[src/rtl/cpu_sequencer.sv]
// rtl/cpu_sequencer.sv - multicycle control sequencer for the MSP430 CPU core
// Drives register-file strobes and the memory read/write handshake per instruction phase.
module cpu_sequencer #(
   parameter logic [15:0] RESET_VECTOR = 16'hFFFE,
   parameter int          MEM_TIMEOUT  = 15
) (
   input  logic       clk,
   input  logic       reset,
   input  logic       mem_rdy,
   input  logic [1:0] fmt,
   input  logic [1:0] As,
   input  logic       Ad,
   input  logic [3:0] srcA,
   input  logic [3:0] dstA,
   input  logic       no_wb,
   input  logic       sr_upd,
   input  logic       jmp_taken,
   output logic       mem_rd,
   output logic       mem_wr,
   output logic [1:0] addr_sel,
   output logic       ir_load,
   output logic       src_ext_ld,
   output logic       dst_ext_ld,
   output logic       op_ld,
   output logic       incPC,
   output logic       incSrc,
   output logic       branch,
   output logic       SRW,
   output logic       RW,
   output logic       busy,
   output logic       bus_err,
   output logic [3:0] state
);

   typedef enum logic [3:0] {
      RST_VEC = 4'd0,
      FETCH   = 4'd1,
      DECODE  = 4'd2,
      SRC_EXT = 4'd3,
      SRC_MEM = 4'd4,
      DST_EXT = 4'd5,
      DST_MEM = 4'd6,
      EXEC    = 4'd7,
      WB_MEM  = 4'd8,
      JUMP    = 4'd9,
      HALT    = 4'd15
   } state_t;

   localparam logic [3:0] TIMEOUT_LAST = 4'(MEM_TIMEOUT - 1);

   // The vector word is fetched via addr_sel=3, so only its alignment matters here.
   if (RESET_VECTOR[0] != 1'b0 || MEM_TIMEOUT < 1 || MEM_TIMEOUT > 15) begin : g_param_check
      $error("cpu_sequencer: RESET_VECTOR must be word aligned and MEM_TIMEOUT in 1..15");
   end

   state_t     cur;
   state_t     nxt;
   state_t     dst_phase;
   logic [3:0] wait_cnt;
   logic       err_q;
   logic       src_const;
   logic       dst_needs_ext;
   logic       dst_is_mem;
   logic       mem_state;
   logic       timeout;

   always_comb begin
      src_const     = (srcA == 4'd3) || (srcA == 4'd2 && As[1]);
      dst_needs_ext = (fmt == 2'd0) && Ad;
      dst_is_mem    = dst_needs_ext || (fmt == 2'd1 && As != 2'd0);
      dst_phase     = dst_needs_ext ? DST_EXT : EXEC;
      mem_state     = cur inside {RST_VEC, FETCH, SRC_EXT, SRC_MEM, DST_EXT, DST_MEM, WB_MEM};
      // A ready memory on the last allowed cycle still completes the access.
      timeout       = mem_state && !mem_rdy && (wait_cnt == TIMEOUT_LAST);
   end

   always_comb begin
      nxt        = cur;
      mem_rd     = 1'b0;
      mem_wr     = 1'b0;
      addr_sel   = 2'd0;
      ir_load    = 1'b0;
      src_ext_ld = 1'b0;
      dst_ext_ld = 1'b0;
      op_ld      = 1'b0;
      incPC      = 1'b0;
      incSrc     = 1'b0;
      branch     = 1'b0;
      SRW        = 1'b0;
      RW         = 1'b0;
      busy       = 1'b0;
      if (!reset) begin
         busy = (cur != FETCH);
         case (cur)
            RST_VEC: begin
               mem_rd   = 1'b1;
               addr_sel = 2'd3;
               if (mem_rdy) begin
                  branch = 1'b1;
                  nxt    = FETCH;
               end
            end
            FETCH: begin
               mem_rd = 1'b1;
               if (mem_rdy) begin
                  ir_load = 1'b1;
                  incPC   = 1'b1;
                  nxt     = DECODE;
               end
            end
            DECODE: begin
               if (fmt == 2'd2)                    nxt = JUMP;
               else if (fmt == 2'd3)               nxt = HALT;
               else if (src_const || As == 2'd0)   nxt = dst_phase;
               else if (As == 2'd1)                nxt = SRC_EXT;
               else                                nxt = SRC_MEM;
            end
            SRC_EXT: begin
               mem_rd = 1'b1;
               if (mem_rdy) begin
                  src_ext_ld = 1'b1;
                  incPC      = 1'b1;
                  nxt        = SRC_MEM;
               end
            end
            SRC_MEM: begin
               mem_rd   = 1'b1;
               addr_sel = 2'd1;
               if (mem_rdy) begin
                  op_ld  = 1'b1;
                  // @PC+ is an immediate: the PC itself steps past the literal.
                  incSrc = (As == 2'd3) && (srcA != 4'd0);
                  incPC  = (As == 2'd3) && (srcA == 4'd0);
                  nxt    = dst_phase;
               end
            end
            DST_EXT: begin
               mem_rd = 1'b1;
               if (mem_rdy) begin
                  dst_ext_ld = 1'b1;
                  incPC      = 1'b1;
                  nxt        = DST_MEM;
               end
            end
            DST_MEM: begin
               mem_rd   = 1'b1;
               addr_sel = 2'd2;
               if (mem_rdy) begin
                  op_ld = 1'b1;
                  nxt   = EXEC;
               end
            end
            EXEC: begin
               SRW = sr_upd;
               if (no_wb) begin
                  nxt = FETCH;
               end else if (dst_is_mem) begin
                  nxt = WB_MEM;
               end else begin
                  if (dstA == 4'd0) branch = 1'b1;
                  else              RW     = 1'b1;
                  nxt = FETCH;
               end
            end
            WB_MEM: begin
               mem_wr   = 1'b1;
               addr_sel = 2'd2;
               if (mem_rdy) nxt = FETCH;
            end
            JUMP: begin
               branch = jmp_taken;
               nxt    = FETCH;
            end
            HALT:    nxt = HALT;
            default: nxt = HALT;
         endcase
         if (timeout) nxt = HALT;
      end
   end

   always_ff @(posedge clk or posedge reset) begin
      if (reset) begin
         cur      <= RST_VEC;
         wait_cnt <= 4'd0;
         err_q    <= 1'b0;
      end else begin
         cur <= nxt;
         if (nxt != cur)                wait_cnt <= 4'd0;
         else if (mem_state && !mem_rdy) wait_cnt <= wait_cnt + 4'd1;
         if (timeout) err_q <= 1'b1;
      end
   end

   assign bus_err = err_q;
   assign state   = cur;

endmodule

[config.mk]
export PLATFORM = sky130hd
export DESIGN_NAME = cpu_sequencer
export DESIGN_NICKNAME = d
export VERILOG_FILES = /design/src/rtl/cpu_sequencer.sv
export SDC_FILE = /design/constraint.sdc
export NUM_CORES = 1
export LEC_CHECK = 0
export CORE_MARGIN = 2
export CORE_UTILIZATION = 45
export DETAILED_ROUTE_END_ITERATION = 8
export PLACE_DENSITY = 0.8
export SYNTH_ARGS = -nofsm -noshare
export SYNTH_HDL_FRONTEND = slang
export SYNTH_SLANG_ARGS = --single-unit
[constraint.sdc]
create_clock -name clk -period 3.7 [get_ports clk]
set_input_delay 0.74 -clock clk [delete_from_list [all_inputs] [get_ports clk]]
set_output_delay 0.74 -clock clk [all_outputs]
set_load 0.03 [all_outputs]
---- Word level (Yosys, flattened, before mapping) ----
Cells that the tools add are included.
word-level totals
  bits in registers ....................... 9
  latch bits .............................. 0
  logic and storage cells ................. 100
  output and inout bits ................... 19
  memories ................................ 0
  ROM bits ................................ 0
  memory bits (writable) .................. 0
  bits of input ports ..................... 19
cells by class
  muxes and demuxes ....................... 52
  add/subtract/negate cells ............... 1
  shift-type cells ........................ 0
  reductions and logical operators ........ 25
  multiply operators ...................... 0
  bitwise operators ....................... 0
  $lt $le $gt $ge ......................... 0
  equality and inequality tests ........... 19
  div/mod/pow operators ................... 0
operator list
  cell                                                             number
  4-bit 2-to-1 mux                                                 14
  4-bit one-hot mux with 9 select lines                            1
  1-bit 2-to-1 mux                                                 30
  4-bit by 2-bit == test with 1-bit output, second input constant  4
  4-bit by 3-bit == test with 1-bit output, second input constant  4
  4-bit == test, second input constant                             3
  4-bit logical NOT                                                3
  1-bit logical AND                                                7
  7-bit nonzero test                                               1
  2-bit == test, second input constant                             3
  3-bit 2-to-1 mux                                                 2
  2-bit one-hot mux with 3 select lines                            1
  2-bit OR reduction                                               3
  6-bit OR reduction                                               1
  4-bit by 1-bit adder with 4-bit output, second input constant    1
  2-bit by 1-bit == test with 1-bit output, second input constant  2
  4-bit by 1-bit == test with 1-bit output, second input constant  1
  2-bit logical NOT                                                2
  2-bit 2-to-1 mux                                                 2
  4-bit by 1-bit != test with 1-bit output, second input constant  1
  4-bit != test                                                    1
  2-bit nonzero test                                               2
  4-bit nonzero test                                               1
  1-bit logical OR                                                 3
  other kinds (4)                                                  4

---- Logic depth before layout (Yosys ltp) ----
Gate-level depths: netlist of run 1.
  depth after elaboration ................. 12
  mapped depth ............................ 8
  gate-level depth less buffers ........... 7

---- Worst setup path before layout of run 1 ----
Ideal clock, no wire load.
  path type ............................... flip-flop to output port
  from .................................... register cur[1], in the netlist state[1]
  to ...................................... output port mem_wr
  data arrival time ....................... 2.126 ns
  stages on the path, launching flop included .. 5
  path slack .............................. 0.834 ns
  buffers on the path ..................... 2
  required time ........................... 2.960 ns
  path through ............................ dfrtp_1 buf_4 clkbuf_1 or2_2 nor4_1
on the way
  word-level cells in the longest chain between the ends .. 3
ends and longest elaborated chain
  what                    RTL line  text
  from (decl)             56        state_t cur;
  from (signal assigned)  187       cur <= nxt;
  4-bit == test           94        case (cur)
  1-bit 2-to-1 mux        94
  1-bit 2-to-1 mux        92        if (!reset) begin
  to (decl)               19        output logic mem_wr,
No other way between the ends.

---- Worst setup path in the final report of run 1 ----
  from .................................... input port srcA[0]
  to ...................................... output port incPC
on the way
  word-level cells in the longest chain between the ends .. 5
ends and longest elaborated chain
  what                                   RTL line  text
  from (decl)                            13        input logic [3:0] srcA,
  4-bit logical NOT                      133       incPC = (As == 2'd3) && (srcA == 4'd0);
  1-bit logical AND                      133
  1-bit 2-to-1 mux                       129       if (mem_rdy) begin
  1-bit one-hot mux with 2 select lines  94
  1-bit 2-to-1 mux                       92
  to (decl)                              25        output logic incPC,
No other way between the ends.

==> flow_summary.ini, run 1 <==
[worst_setup_path]
critPathMaxFanout = 3
rrSetupSlack_ps = 1540
critPathMaxStageDelay_ps = 680
startpoint_type = input pin
reg2reg_from = state[1]
cp.arrival_ps = 2630
rr_worst_depth = 7
end_kind = output port
r2r-end = wait_cnt[0]
cp_num_buf_inv = 2
crit_path_top_delay_cell = clkdlybuf4s50_1
crit_path_start = srcA[0]
crit_type = input pin to output port
path_delay_family = buffers and inverters
crit_top_cell = clkdlybuf4s50_1
crit_chain = clkdlybuf4s50_1 -> nor4_1 -> nand2b_1 -> a21oi_1 -> clkdlybuf4s50_1
cp.required_ps = 2960

[sta]
fin_skew_ps = 2.170
worstMarginPinSlew_ps = 529.5
slew_headroom_pct = 64.70
final.period_utilization_pct = 91.07
period_needed_ps = 3370
rsz0062_at_grt = false
setup_viol = 0
final_max_slew_viol_count = 0
tns_ps = 0
finalHoldViolCount = 0
fmax_ghz = 0.2968

[cts]
clk_pin_slew_ps = 60
cts_tree = built
post_cts_buffers = 0
cts_sinks = 9
ctsLongestPathBuffers = 2
cts_buffers = 3
h-tree-depth = 1
root_buffer = clkbuf_4
clock_latency_ps = 270

[route]
drtAntennaViolNets = 0
viasPerCell = 6.207
wl_met3_um = 188
maxUsedRoutingLayer = met4
drc = 0
wl_met2_um = 1711
num_vias = 1291
drt-total-wl_um = 3414
drtIter0Drc = 45
route.detailed.wl_per_inst_um = 16.41
dr.pass1.iters = 4
wl_met1_um = 1483

[final_layout]
seq_area_um2 = 225.2
syn2layout_area_growth_pct = 41.56
finalInstanceArea_um2 = 1500
drive_above_1_share_pct = 11.67
antenna_cells = 0
layout.nets = 202
multi_input_area_um2 = 753.2
nFillCells = 205

[flow_run]
cap_violations = 0

[power]
p_leak_nw = 0.5642
irDropWorstVdd_v = 0.0004919
p_per_area_nw_per_um2 = 561.7

[global_routing]
antenna_found_initial = 0
grt_max_degree = 29
grt_pass1_wl_um = 5547
grt_usage_pct = 26.61
grt_overflow = 0
grt_pass1_vias = 1257

[yosys]
netlist_instances = 141
netlist_top_cells_area = dfrtp_1 (21%), nor3_1 (5.7%), nor2_1 (5.3%)
synth_edf_count = 0
syn_area_per_cell_um2 = 7.516
ys_async_sr_fraction_pct = 100.0
synth_seq_cells = 9
ys_warn_count = 0
yosysSeqAreaShare_pct = 21.25
syn-cell-area_um2 = 1060
ys.flop_type = dfrtp_1
synth_top_area_share_pct = 21.25
synth_top_area_cell = dfrtp_1
syn_nets = 162
ys_types = 55

[place]
gp_congestion = 0.8754
io_buffers = 37
placedInstanceArea_um2 = 1471
dpl.hpwl_um = 2539

[floorplan]
initial_utilization_pct = 47.91
core_area_um2 = 2212
die_w_um = 52.53
die_area_um2 = 2759
die_h_um = 52.53
ioPinCount = 38
row_count = 17

[min_path]
holdPathEnd = bus_err
hold_class = register to register
holdCritStartpoint = bus_err
min_path_cells = 1

[status]
status = finished, final reports clean
area by class of cell:
type,count,area share (%)
Multi-Input combinational cell,116,50.21
Clock buffer,4,1.751
Inverter,4,1.001
Timing Repair Buffer,47,29.69
Tap cell,28,2.335
Sequential cell,9,15.01
per-stage QoR:
stage | hold WS [ps] | cells | util, % | power (mW) | setup WS [ps]
3_3_place_gp | 451.2 | 204 | 66.52 | 0.7314 | 107.7
5_1_grt | 488.8 | 208 | 67.82 | 0.8954 | 186.5
4_1_cts | 476.6 | 208 | 67.70 | 0.8355 | 14.72
2_1_floorplan | 564.0 | 141 | - | 0.5861 | 834.3
3_5_place_dp | 462.3 | 204 | 66.52 | 0.7543 | 20.07
6_report | 480.3 | 208 | 67.82 | 0.8427 | 330.3
logic make-up after synthesis:
family                   Yosys count  synth area share (%)
AND/OR/NAND/NOR                   78                 42.15
buffers and inverters             16                 7.674
AO/OA/AOI/OAI                     33                 24.09
adder cells (fa/ha/maj)            2                 2.361
flip-flops                         9                 21.25
XOR/XNOR                           3                 2.480
cell usage after synthesis, types with 3 or more instances:
master / n
a21oi_1: 7
a31oi_1: 3
clkbuf_1: 5
dfrtp_1: 9
inv_1: 4
nand2_1: 8
nand2b_1: 7
nand3_1: 3
nor2_1: 15
nor3_1: 12
nor3b_1: 6
nor4_1: 8
power by group:
part / internal, mW / switching [mW]
combinational: 0.231 / 0.389
clock: 0.0417 / 0.0376
sequential: 0.125 / 0.0183
worst max-delay path by stage:
| stage | endpoint | slack, ps | cells past startpoint |
|---|---|---|---|
| 2_1_floorplan | mem_wr | 830 | 4 |
| 6_report | incPC | 330 | 5 |
| 3_5_place_dp | RW | 20 | 6 |
| 5_1_grt | incPC | 190 | 5 |
| 4_1_cts | RW | 10 | 6 |
| 3_3_place_gp | RW | 110 | 6 |
layout by cell type, fill, tap and decap left out, types with 2 or more instances in the layout:
cell type        Yosys  layout
buf_4                1      11
a31oi_1              3       3
ha_1                 2       2
inv_1                4       4
xnor2_1              2       2
a21o_1               2       2
nand2b_1             7       7
or2_2                2       2
nor2b_1              2       2
nand2_1              8       8
nand4_1              2       2
nand3_1              3       3
clkdlybuf4s50_1      0      35
nor3b_1              6       6
clkbuf_4             0       3
nor4_1               8       8
a221oi_1             2       2
and3b_1              2       2
nor3_1              12      12
a21oi_1              7       7
nor2_1              15      15
dfrtp_1              9       9
registers in the layout, indices dropped and copies added (netlist names):
register / count
state: 4
wait_cnt: 4
bus_err: 1
metal layers:
| layer | GRT usage, % | vias to the layer above |
|---|---|---|
| met2 | 46.25 | 49 |
| met4 | 5.556 | 0 |
| met3 | 6.000 | 8 |
| li1 | - | 613 |
| met1 | 33.39 | 621 |
| met5 | 0 | - |
timing repair:
item / CTS / global route
gates resized for setup: 0 / 1
hold buffers: 0 / 0
setup endpoints to repair: 0 / 1
worst reg2reg max path: cells and delay by family, from the launching register on:
| kind | cells | cell delay [ps] |
|---|---|---|
| buffers and inverters | 1 | 220 |
| AND/OR/NAND/NOR | 2 | 410 |
| flip-flops | 1 | 390 |
| AO/OA/AOI/OAI | 4 | 1020 |
(Power assumes the default switching activity.)
==> run 2: changes to the inputs <==
- CORE_UTILIZATION: 45 -> 48
- PLACE_DENSITY: 0.8 -> 0.85
==> run 2 against run 1 <==
Net effect: global-route usage up 1.0 points; sequential power up 15%; clock skew about the same; combinational power down 4.8%; register-to-register slack worse by 90 ps; via count down 2.9%; clock-buffer cell count unchanged; sequential cell count unchanged; core utilization up 0.38 points; first-iteration DRC count down 24%; worst hold slack better by 6.7 ps; largest power group unchanged.
==> flow_summary.ini, run 2 (synthesis gave the netlist of run 1 again) <==
[status]
status = finished, final reports clean

[power]
irDropWorstVdd_v = 0.0003920
p_leak_nw = 0.5284
p_per_area_nw_per_um2 = 565.8

[sta]
final_max_slew_viol_count = 0
fmax_ghz = 0.2998
finalHoldViolCount = 0
worstMarginPinSlew_ps = 538.5
tns_ps = 0
period_needed_ps = 3335
rsz0062_at_grt = false
hold_slack_ps = 487.0
fin_skew_ps = 2.562
final.period_utilization_pct = 90.15
setup_viol = 0
slew_headroom_pct = 64.10

[cts]
ctsLongestPathBuffers = 2
post_cts_buffers = 0
clk_pin_slew_ps = 60
h-tree-depth = 1
cts_sinks = 9
holdBufCountCts = 0
clock_latency_ps = 250
root_buffer = clkbuf_4
cts_buffers = 3
cts_tree = built
cts_resized = 0

[global_routing]
use_met3_pct = 1.754
met2_usage_pct = 45.89
grt_overflow = 0
grt_pass1_wl_um = 5609
grt_usage_pct = 27.63
grt_pass1_vias = 1184
antenna_found_initial = 0
gr-usage-met1_pct = 38.46
grt-busiest-layer = met2
grt_max_degree = 21

[worst_setup_path]
critPathMaxFanout = 12
startpoint_type = input pin
crit_type = input pin to output port
critical_path.endpoint = src_ext_ld
cp.required_ps = 2960
rr_worst_depth = 7
crit_path_start = reset
cp.arrival_ps = 2600
end_kind = output port
r2r-end = wait_cnt[0]
rrSetupSlack_ps = 1450
reg2reg_from = state[0]

[place]
placedInstanceArea_um2 = 1439
dpl.hpwl_um = 2501
io_buffers = 37
gp_congestion = 0.8481

[floorplan]
core_area_um2 = 2148
die_h_um = 50.99
initial_utilization_pct = 49.33
ioPinCount = 38
die_w_um = 50.99
row_count = 17
die_area_um2 = 2599

[route]
num_vias = 1253
drc = 0
route.detailed.wl_per_inst_um = 15.95
drtAntennaViolNets = 0
dr.pass1.iters = 4
drt-total-wl_um = 3254
viasPerCell = 6.142
drtIter0Drc = 34

[final_layout]
syn2layout_area_growth_pct = 38.25
finalInstanceArea_um2 = 1465
nFillCells = 187
final_cell_mix = clkdlybuf4s50_1 (35), nor2_1 (15), nor3_1 (12)
final_common_cell = clkdlybuf4s50_1
drive_above_1_share_pct = 10.23
antenna_cells = 0
layout.nets = 198

[min_path]
hold_class = register to register

[flow_run]
cap_violations = 0
run 2: cell count changes in the layout (fill, tap and decap cells not counted), sizes merged:
cell	delta
dlymetal6s2s	-1
buf	-3
run 2: area by class of cell:
type                       count  area [um2]  area share (%)
multi-input combinational    116       753.2           51.41
timing repair buffer          43       410.4           28.01
sequential                     9       225.2           15.37
tap                           28       35.03           2.391
clock buffer                   4       26.28           1.793
inverter                       4       15.01           1.025
run 2: layer usage:
metal,routed length [um],up-vias
met2,1601,54
met1,1442,589
met3,173,4
li1,-,606
met4,36,0
met5,0,-
run 2: worst max-delay path, cell delays in order:
cell and delay [ps]:
clkdlybuf4s50_1 630, inv_1 160, nand2_1 140, nor4_1 200
clkdlybuf4s50_1 720
run 2: through the flow:
step	utilization [%]	power [mW]	std cells	setup WS [ps]
6_report	68.20	0.8290	204	364.6
5_1_grt	68.20	0.8944	204	173.8
4_1_cts	68.20	0.8239	204	358.7
3_5_place_dp	66.98	0.7470	200	385.7
3_3_place_gp	66.98	0.7277	200	426.8
2_1_floorplan	-	0.5861	141	834.3
run 2: worst min path at each step:
stage | startpoint | end | slack, ps | depth (start not counted)
after floorplan | wait_cnt[3] | wait_cnt[3] | 560 | 2
after global placement | bus_err | bus_err | 460 | 1
after detailed placement | bus_err | bus_err | 470 | 1
after CTS | bus_err | bus_err | 490 | 1
after global routing | bus_err | bus_err | 520 | 1
final | bus_err | bus_err | 490 | 1
run 2: where the power goes:
group	internal, mW	switching [mW]	total, mW
logic	0.228	0.362	0.590
clock network	0.0415	0.0331	0.0746
registers	0.125	0.0404	0.165
